--- src/rtl/pos_pkt_pkg.sv ---
`default_nettype none
// ============================================================================
// Module      : pos_pkt_pkg
// Description : Shared constants, types and helpers for the position packet
//               transmitter (packet length, byte indices, FSM states).
// Revision    : 1.0 - initial release
// ============================================================================
package pos_pkt_pkg;

    localparam int PKT_LEN = 10;
    localparam int IDX_W   = 4;

    localparam logic [7:0] DEFAULT_SYNC_BYTE = 8'hA5;

    // Byte positions inside the packet
    localparam logic [IDX_W-1:0] SYNC_IDX       = IDX_W'(0);
    localparam logic [IDX_W-1:0] CSUM_FIRST_IDX = IDX_W'(1);
    localparam logic [IDX_W-1:0] CSUM_LAST_IDX  = IDX_W'(8);
    localparam logic [IDX_W-1:0] LAST_IDX       = IDX_W'(PKT_LEN - 1);

    typedef enum logic [0:0] {
        IDLE = 1'b0,
        SEND = 1'b1
    } state_t;

    typedef struct packed {
        logic [9:0]  tank_x;
        logic [9:0]  tank_y;
        logic [11:0] mouse_x;
        logic [11:0] mouse_y;
    } snap_t;

    function automatic logic in_csum_range(input logic [IDX_W-1:0] idx);
        return (idx >= CSUM_FIRST_IDX) && (idx <= CSUM_LAST_IDX);
    endfunction

endpackage
`default_nettype wire

--- src/rtl/pos_pkt_byte_mux.sv ---
`default_nettype none
// ============================================================================
// Module      : pos_pkt_byte_mux
// Description : Selects the outgoing packet byte for a given byte index from
//               the position snapshot, running checksum and sync marker.
// Revision    : 1.0 - initial release
// ============================================================================
module pos_pkt_byte_mux
    import pos_pkt_pkg::*;
(
    input  logic [IDX_W-1:0] idx,
    input  snap_t            snap,
    input  logic [7:0]       csum,
    input  logic [7:0]       sync_byte,
    output logic [7:0]       byte_out
);

    // High byte of each field goes first, zero-padded to 8 bits
    always_comb begin
        byte_out = 8'h00;
        case (idx)
            IDX_W'(0): byte_out = sync_byte;
            IDX_W'(1): byte_out = {6'b0, snap.tank_x[9:8]};
            IDX_W'(2): byte_out = snap.tank_x[7:0];
            IDX_W'(3): byte_out = {6'b0, snap.tank_y[9:8]};
            IDX_W'(4): byte_out = snap.tank_y[7:0];
            IDX_W'(5): byte_out = {4'b0, snap.mouse_x[11:8]};
            IDX_W'(6): byte_out = snap.mouse_x[7:0];
            IDX_W'(7): byte_out = {4'b0, snap.mouse_y[11:8]};
            IDX_W'(8): byte_out = snap.mouse_y[7:0];
            IDX_W'(9): byte_out = csum;
            default:   byte_out = 8'h00;
        endcase
    end

endmodule
`default_nettype wire

--- src/rtl/pos_packet_tx.sv ---
`default_nettype none
// ============================================================================
// Module      : pos_packet_tx
// Description : Snapshots tank and mouse positions and streams them as a
//               10-byte checksummed packet over a valid/ready byte interface.
// Revision    : 1.0 - initial release
// ============================================================================
module pos_packet_tx
    import pos_pkt_pkg::*;
#(
    parameter logic [7:0] SYNC_BYTE = DEFAULT_SYNC_BYTE
) (
    input  logic        clk,
    input  logic        rst,
    input  logic        send_req,
    input  logic [9:0]  xpos_tank_in,
    input  logic [9:0]  ypos_tank_in,
    input  logic [11:0] xpos_mouse_in,
    input  logic [11:0] ypos_mouse_in,
    output logic [7:0]  tx_data,
    output logic        tx_valid,
    input  logic        tx_ready,
    output logic        busy,
    output logic        pkt_done
);

    state_t           r_state;
    logic [IDX_W-1:0] r_idx;
    logic             r_pending;
    snap_t            r_snap;
    logic [7:0]       r_csum;
    logic             r_tx_valid;
    logic             r_busy;
    logic             r_pkt_done;

    snap_t            w_snap_in;
    logic [7:0]       w_byte;
    logic             w_accept;
    logic             w_last;

    assign w_snap_in = '{
        tank_x:  xpos_tank_in,
        tank_y:  ypos_tank_in,
        mouse_x: xpos_mouse_in,
        mouse_y: ypos_mouse_in
    };

    pos_pkt_byte_mux u_byte_mux (
        .idx       (r_idx),
        .snap      (r_snap),
        .csum      (r_csum),
        .sync_byte (SYNC_BYTE),
        .byte_out  (w_byte)
    );

    assign w_accept = r_tx_valid && tx_ready;
    assign w_last   = (r_idx == LAST_IDX);

    always_ff @(posedge clk) begin
        if (rst) begin
            r_state    <= IDLE;
            r_idx      <= SYNC_IDX;
            r_pending  <= 1'b0;
            r_snap     <= '0;
            r_csum     <= 8'h00;
            r_tx_valid <= 1'b0;
            r_busy     <= 1'b0;
            r_pkt_done <= 1'b0;
        end else begin
            r_pkt_done <= 1'b0;
            case (r_state)
                IDLE: begin
                    if (send_req) begin
                        r_state    <= SEND;
                        r_snap     <= w_snap_in;
                        r_idx      <= SYNC_IDX;
                        r_csum     <= 8'h00;
                        r_tx_valid <= 1'b1;
                        r_busy     <= 1'b1;
                    end
                end
                SEND: begin
                    if (send_req) begin
                        r_pending <= 1'b1;
                    end
                    if (w_accept) begin
                        if (w_last) begin
                            r_pkt_done <= 1'b1;
                            // A request arriving with the final byte counts as pending
                            if (r_pending || send_req) begin
                                r_pending <= 1'b0;
                                r_snap    <= w_snap_in;
                                r_idx     <= SYNC_IDX;
                                r_csum    <= 8'h00;
                            end else begin
                                r_state    <= IDLE;
                                r_idx      <= SYNC_IDX;
                                r_tx_valid <= 1'b0;
                                r_busy     <= 1'b0;
                            end
                        end else begin
                            r_idx <= r_idx + 1'b1;
                            if (in_csum_range(r_idx)) begin
                                r_csum <= r_csum ^ w_byte;
                            end
                        end
                    end
                end
                default: begin
                    r_state    <= IDLE;
                    r_tx_valid <= 1'b0;
                    r_busy     <= 1'b0;
                end
            endcase
        end
    end

    // Idle drives zero rather than whatever byte the index happens to select
    assign tx_data  = r_tx_valid ? w_byte : 8'h00;
    assign tx_valid = r_tx_valid;
    assign busy     = r_busy;
    assign pkt_done = r_pkt_done;

endmodule
`default_nettype wire

--- config.mk ---
export PLATFORM = sky130hd
export DESIGN_NAME = pos_packet_tx
export DESIGN_NICKNAME = d
export VERILOG_FILES = /design/src/rtl/pos_pkt_pkg.sv /design/src/rtl/pos_pkt_byte_mux.sv /design/src/rtl/pos_packet_tx.sv
export SDC_FILE = /design/constraint.sdc
export NUM_CORES = 1
export LEC_CHECK = 0
export CAP_MARGIN = 10
export CORE_MARGIN = 2
export CORE_UTILIZATION = 50
export DETAILED_ROUTE_END_ITERATION = 8
export GPL_TIMING_DRIVEN = 1
export PLACE_DENSITY = 0.8
export SETUP_SLACK_MARGIN = 0.15
export SKIP_LAST_GASP = 1
export SYNTH_ARGS = -nofsm -noshare
export SYNTH_HDL_FRONTEND = slang
export SYNTH_SLANG_ARGS = --single-unit
--- constraint.sdc ---
create_clock -name clk -period 2 [get_ports clk]
set_clock_uncertainty 0.05 [all_clocks]
set_input_delay 0.5 -clock clk [delete_from_list [all_inputs] [get_ports clk]]
set_output_delay 0.5 -clock clk [all_outputs]
set_load 0.05 [all_outputs]
==> results of run 1 <==
-- per-stage QoR --
stage	util	TNS, ns	instances	setup WS (ns)
after floorplan	-	0	376	0.0345
after global placement	0.706	-6.96	515	-0.227
after detailed placement	0.706	-8.78	515	-0.283
after CTS	0.921	-3.55	575	-0.470
-- cell usage after synthesis, types with 2 or more instances --
cell and instances:
sky130_fd_sc_hd__clkbuf_1 11, sky130_fd_sc_hd__mux2i_1 8, sky130_fd_sc_hd__or3b_1 4, sky130_fd_sc_hd__dfxtp_1 60, sky130_fd_sc_hd__a211oi_1 8, sky130_fd_sc_hd__nand4_1 2
sky130_fd_sc_hd__o21ai_1 3, sky130_fd_sc_hd__nor2_1 12, sky130_fd_sc_hd__nand2_1 94, sky130_fd_sc_hd__and2_1 2, sky130_fd_sc_hd__nand3_1 8, sky130_fd_sc_hd__a21oi_1 54
sky130_fd_sc_hd__or3_1 7, sky130_fd_sc_hd__o21ai_0 13, sky130_fd_sc_hd__buf_2 13, sky130_fd_sc_hd__nand3b_1 6, sky130_fd_sc_hd__and4b_1 2, sky130_fd_sc_hd__mux2_2 4
sky130_fd_sc_hd__nor2b_1 11, sky130_fd_sc_hd__nand2b_1 2, sky130_fd_sc_hd__a32oi_1 2, sky130_fd_sc_hd__inv_1 7, sky130_fd_sc_hd__a21boi_1 7, sky130_fd_sc_hd__a31oi_1 3
sky130_fd_sc_hd__or2_1 2, sky130_fd_sc_hd__buf_4 6
-- logic make-up after synthesis --
kind of cell,share of synthesized area
AO/OA/AOI/OAI,0.219
multiplexers,0.0427
AND/OR/NAND/NOR,0.263
flip-flops,0.410
buffers and inverters,0.0645
-- layer usage --
layer,global-route usage,overflow
met5,0.291,0
met3,0.629,0
met2,1.12,202
met4,1.07,124
met1,0.798,1
-- timing repair --
item	4_1_cts
resized for setup	126
pin swaps	35
buffers inserted	32
setup endpoints to repair	60
cloned	12
==> run metrics, run 1 <==
result of the run=aborted with a tool error; Exit stage=global routing; error that halted the flow=[ERROR GRT-0232] Routing congestion too high. Check the congestion heatmap in the GUI.; site row count=27; Yosys reg bits=60; clock sink count=60; Syn Area/Cell=7.79 um2; Post-Synthesis Net Count=424; cell count after synthesis=376; Synthesis Warnings=0; top-level port count=59; Longest Clk Path Bufs=2; global-route congestion overflow total=roughly 330; Main synth FF type=sky130_fd_sc_hd__dfxtp_1; CTS Root Cell=sky130_fd_sc_hd__clkbuf_8; top-area cell type share of the netlist area=0.410; fraction of registers with async set/reset=0; sequential element share of the synthesized area=0.410; die width=80.6 um; last worst endpoint in the global-route repair_timing=tx_data[1]; vertical die dimension=80.6 um; gp weighted congestion=0.861; Netlist cell types=51; largest area contributor in the synthesized netlist=sky130_fd_sc_hd__dfxtp_1; TritonCTS buffer count=9; biggest area contributors in the synthesized netlist=sky130_fd_sc_hd__dfxtp_1, sky130_fd_sc_hd__nand2_1, sky130_fd_sc_hd__a21oi_1, sky130_fd_sc_hd__mux2i_1, sky130_fd_sc_hd__nor2b_1; Final HPWL DP=5690 um; number of enable-type register cells in the synthesized netlist=0; port bufs=58; maximum number of pins on one net before global-route repair=53; maximum level of the CTS H-tree=3; Placement Cell Area=3940 um2; total of hold buffers inserted after clock tree synthesis=0; category of the worst endpoint=primary output; cell area after synthesis=2930 um2; GRT Total Usage=0.879; Starting Density=0.526
==> run 2, diff against run 1 <==
--- a/config.mk
+++ b/config.mk
@@ -7,11 +7,10 @@
 export LEC_CHECK = 0
 export CAP_MARGIN = 10
 export CORE_MARGIN = 2
-export CORE_UTILIZATION = 50
+export CORE_UTILIZATION = 35
 export DETAILED_ROUTE_END_ITERATION = 8
 export GPL_TIMING_DRIVEN = 1
-export PLACE_DENSITY = 0.8
-export SETUP_SLACK_MARGIN = 0.15
+export PLACE_DENSITY_LB_ADDON = 0.15
 export SKIP_LAST_GASP = 1
 export SYNTH_ARGS = -nofsm -noshare
 export SYNTH_HDL_FRONTEND = slang
==> run metrics, run 2 <==
TritonCTS clock tree=built; initial DRC count=160; sequential group share of total power=0.440; Psw=778 uW; area of all placed cells without fillers=5010 um2; biggest area contributors in the synthesized netlist=sky130_fd_sc_hd__dfxtp_1, sky130_fd_sc_hd__nand2_1, sky130_fd_sc_hd__a21oi_1, sky130_fd_sc_hd__mux2i_1, sky130_fd_sc_hd__nor2b_1 (unchanged); total inserted antenna cells=0; Main synth FF type=sky130_fd_sc_hd__dfxtp_1 (unchanged); kind of end point of the critical path=output pin; global-route wire length before repair=13100 um; number of cells on the worst reg-to-reg path=9; reg-to-reg setup timing slack=-0.03 ns; cell count after synthesis=376 (unchanged); worst IR drop on VDD=0.305 mV; element type at the critical path start=register; Post-Synthesis Net Count=424 (unchanged); Netlist cell types=51 (unchanged); number of failing hold endpoints at the final stage=0; share of post-route cells with drive strength above 1=0.380; Final HPWL DP=5900 um (was 5690 um); most frequent cells after synthesis=sky130_fd_sc_hd__nand2_1, sky130_fd_sc_hd__dfxtp_1, sky130_fd_sc_hd__a21oi_1 (unchanged); max_cap viols=0; net switching fraction of the power=0.264; minimum period implied by the final worst setup slack=2.55 ns; maximum level of the CTS H-tree=3 (unchanged); core outline area=8180 um2; largest area contributor in the synthesized netlist=sky130_fd_sc_hd__dfxtp_1 (unchanged); proportion of power drawn by combinational gates=0.179; type of the setup path with the least slack=register to output pin; crit path max fanout=5; cell-internal power=2.17 mW; FF-to-FF End=r_snap[15]$_SDFFE_PP0P_; Worst-path clk slew=0.06 ns; top-level port count=59 (unchanged); timing-limited maximum frequency=approximately 390 MHz; RSZ-0062 raised after global routing=true; Worst-Skew Late Latency=0.34 ns; die width=95.5 um (was 80.6 um); largest registers=r_snap x44, r_csum x8, r_idx x4; Longest Clk Path Bufs=2 (unchanged); worst slew slack as a fraction of its limit=0.674; Synthesis Warnings=0 (unchanged); pin slew with the least headroom to its limit=0.489 ns; result of the run=finished, violations left (was aborted with a tool error); share of the clock period used by the worst path=1.27; sequential element share of the synthesized area=0.410 (unchanged); worst r2r src=r_idx[1]$_SDFFE_PP0P_; Post-Place Cells=556 (was 515); vias in the first global route=about 2700; fraction of registers with async set/reset=0 (unchanged); clock sink count=60 (unchanged); worst hold-check slack=between 0.4 and 0.5 ns; fraction of the core area covered by cells at the end of the flow=0.613; antenna violations before repair=0; Worst EP required=1.45 ns; residual DRC count=0; most instantiated library cell after synthesis=sky130_fd_sc_hd__nand2_1 (unchanged); instance count along the most critical hold path=2; Max Transition Viols Final=0; site row count=33 (was 27); Power per Cell Area=around 590 nW/um2; register with the most flip-flops=r_snap; CTS Root Cell=sky130_fd_sc_hd__clkbuf_8 (unchanged); vias per inst=around 5.3; Total Die Area=9120 um2; flip-flop count of the largest register after layout=44; launch instance of the worst min-delay path=r_snap[37]$_SDFFE_PP0P_; Pre-antenna DRT Iters=4; worst min-delay path class=register to register; relative area change from synthesis to final layout=71.1%; final number of setup-violating endpoints=21; top-area cell type share of the netlist area=0.410 (unchanged); GRT Total Usage=0.189; endpoint with the worst hold slack=r_snap[37]$_SDFFE_PP0P_; number of enable-type register cells in the synthesized netlist=0 (unchanged); Syn Area/Cell=7.79 um2 (unchanged); most common cell after layout, fill and taps aside=sky130_fd_sc_hd__nand2_1; total leakage power=1.89 nW; Starting Density=0.358 (was 0.526); maximum number of pins on one net before global-route repair=53; Placement Cell Area=4020 um2 (was 3940 um2); total number of vias=3153; routed wire length=9910 um; Final WS setup=-0.545 ns; # nets final=538; port bufs=58 (unchanged); total power consumption of the routed design=just under 3 mW; data arrival time of the critical path=2.00 ns; cell area after synthesis=2930 um2 (unchanged); clock network fraction of design power=0.381; wire per inst=about 17 um; TritonCTS buffer count=9 (unchanged); gp weighted congestion=0.838 (was 0.861); Yosys reg bits=60 (unchanged); highest-count cells in the layout ignoring fill and taps=sky130_fd_sc_hd__nand2_1, sky130_fd_sc_hd__dfxtp_1, sky130_fd_sc_hd__buf_4; Final ANT Viol Nets=0; violated checks=negative setup slack; vertical die dimension=95.5 um (was 80.6 um); non-filler instance count after layout=600; global-route congestion overflow total=0
[run 2: cell counts after synthesis]
Identical to the previous run, type by type.
[run 2: worst max-delay path by stage]
stage,from,endpoint,slack [ns],depth (start not counted)
finish,r_idx[2]$_SDFFE_PP0P_,tx_data[0],-0.55,6
global route,r_idx[2]$_SDFFE_PP0P_,tx_data[0],-0.57,6
global placement,tx_ready,r_csum[5]$_SDFFE_PP0P_,-0.33,6
CTS,r_idx[2]$_SDFFE_PP0P_,tx_data[0],-0.55,6
floorplan,r_idx[2]$_SDFFE_PP0P_,tx_data[3],-0.08,4
detailed placement,tx_ready,r_csum[4]$_SDFFE_PP0P_,-0.42,6
[run 2: cell families after synthesis]
family | Yosys count | share of synthesized area
AND/OR/NAND/NOR | 160 | 0.263
buffers and inverters | 38 | 0.0645
flip-flops | 60 | 0.410
AO/OA/AOI/OAI | 106 | 0.219
multiplexers | 12 | 0.0427
[run 2: power groups by stage]
stage	Sequential (mW)	Combinational (mW)	Clock, mW
2_1_floorplan	1.31	0.216	0
3_3_place_gp	1.32	0.400	0
3_5_place_dp	1.32	0.405	0
4_1_cts	1.29	0.413	1.14
5_1_grt	1.30	0.566	1.19
6_report	1.30	0.527	1.12
[run 2: timing repair]
item                       in CTS  in global routing
setup endpoints to repair      16                 60
buffers inserted                9                 12
hold buffers                    0                  0
gates cloned                    0                  8
pin swaps                      10                 46
gates resized for setup        27                 97
[run 2: stage by stage]
stage	TNS (ns)	setup slack, ns
after floorplan	-0.0780	-0.0774
after global placement	-7.73	-0.335
after detailed placement	-9.07	-0.416
after CTS	-7.02	-0.547
after global routing	-6.14	-0.569
final	-3.57	-0.545
[run 2: final cells by class]
cell class | instances | area [um2]
repair buffers | 133 | 1410
well taps | 105 | 131
inverters | 7 | 26.3
multi-input cells | 279 | 2030
clock inverters | 4 | 47.5
flip-flops and latches | 60 | 1210
clock buffers | 12 | 155
fillers | 698 | 3160
[run 2: routing by layer]
metal,share of wire,track usage
met1,0.45,0.253
met2,0.48,0.305
met3,0.047,0.0435
met4,0.027,0.0536
met5,0,0
[run 2: critical path: stages, from the launching register on]
cell	delay [ns]
sky130_fd_sc_hd__dfxtp_4	0.37
sky130_fd_sc_hd__buf_6	0.13
sky130_fd_sc_hd__or3b_4	0.37
sky130_fd_sc_hd__o221a_4	0.12
sky130_fd_sc_hd__o211ai_1	0.31
sky130_fd_sc_hd__and2_4	0.22
sky130_fd_sc_hd__buf_12	0.13
No activity file was read; power rests on OpenSTA's default activity.
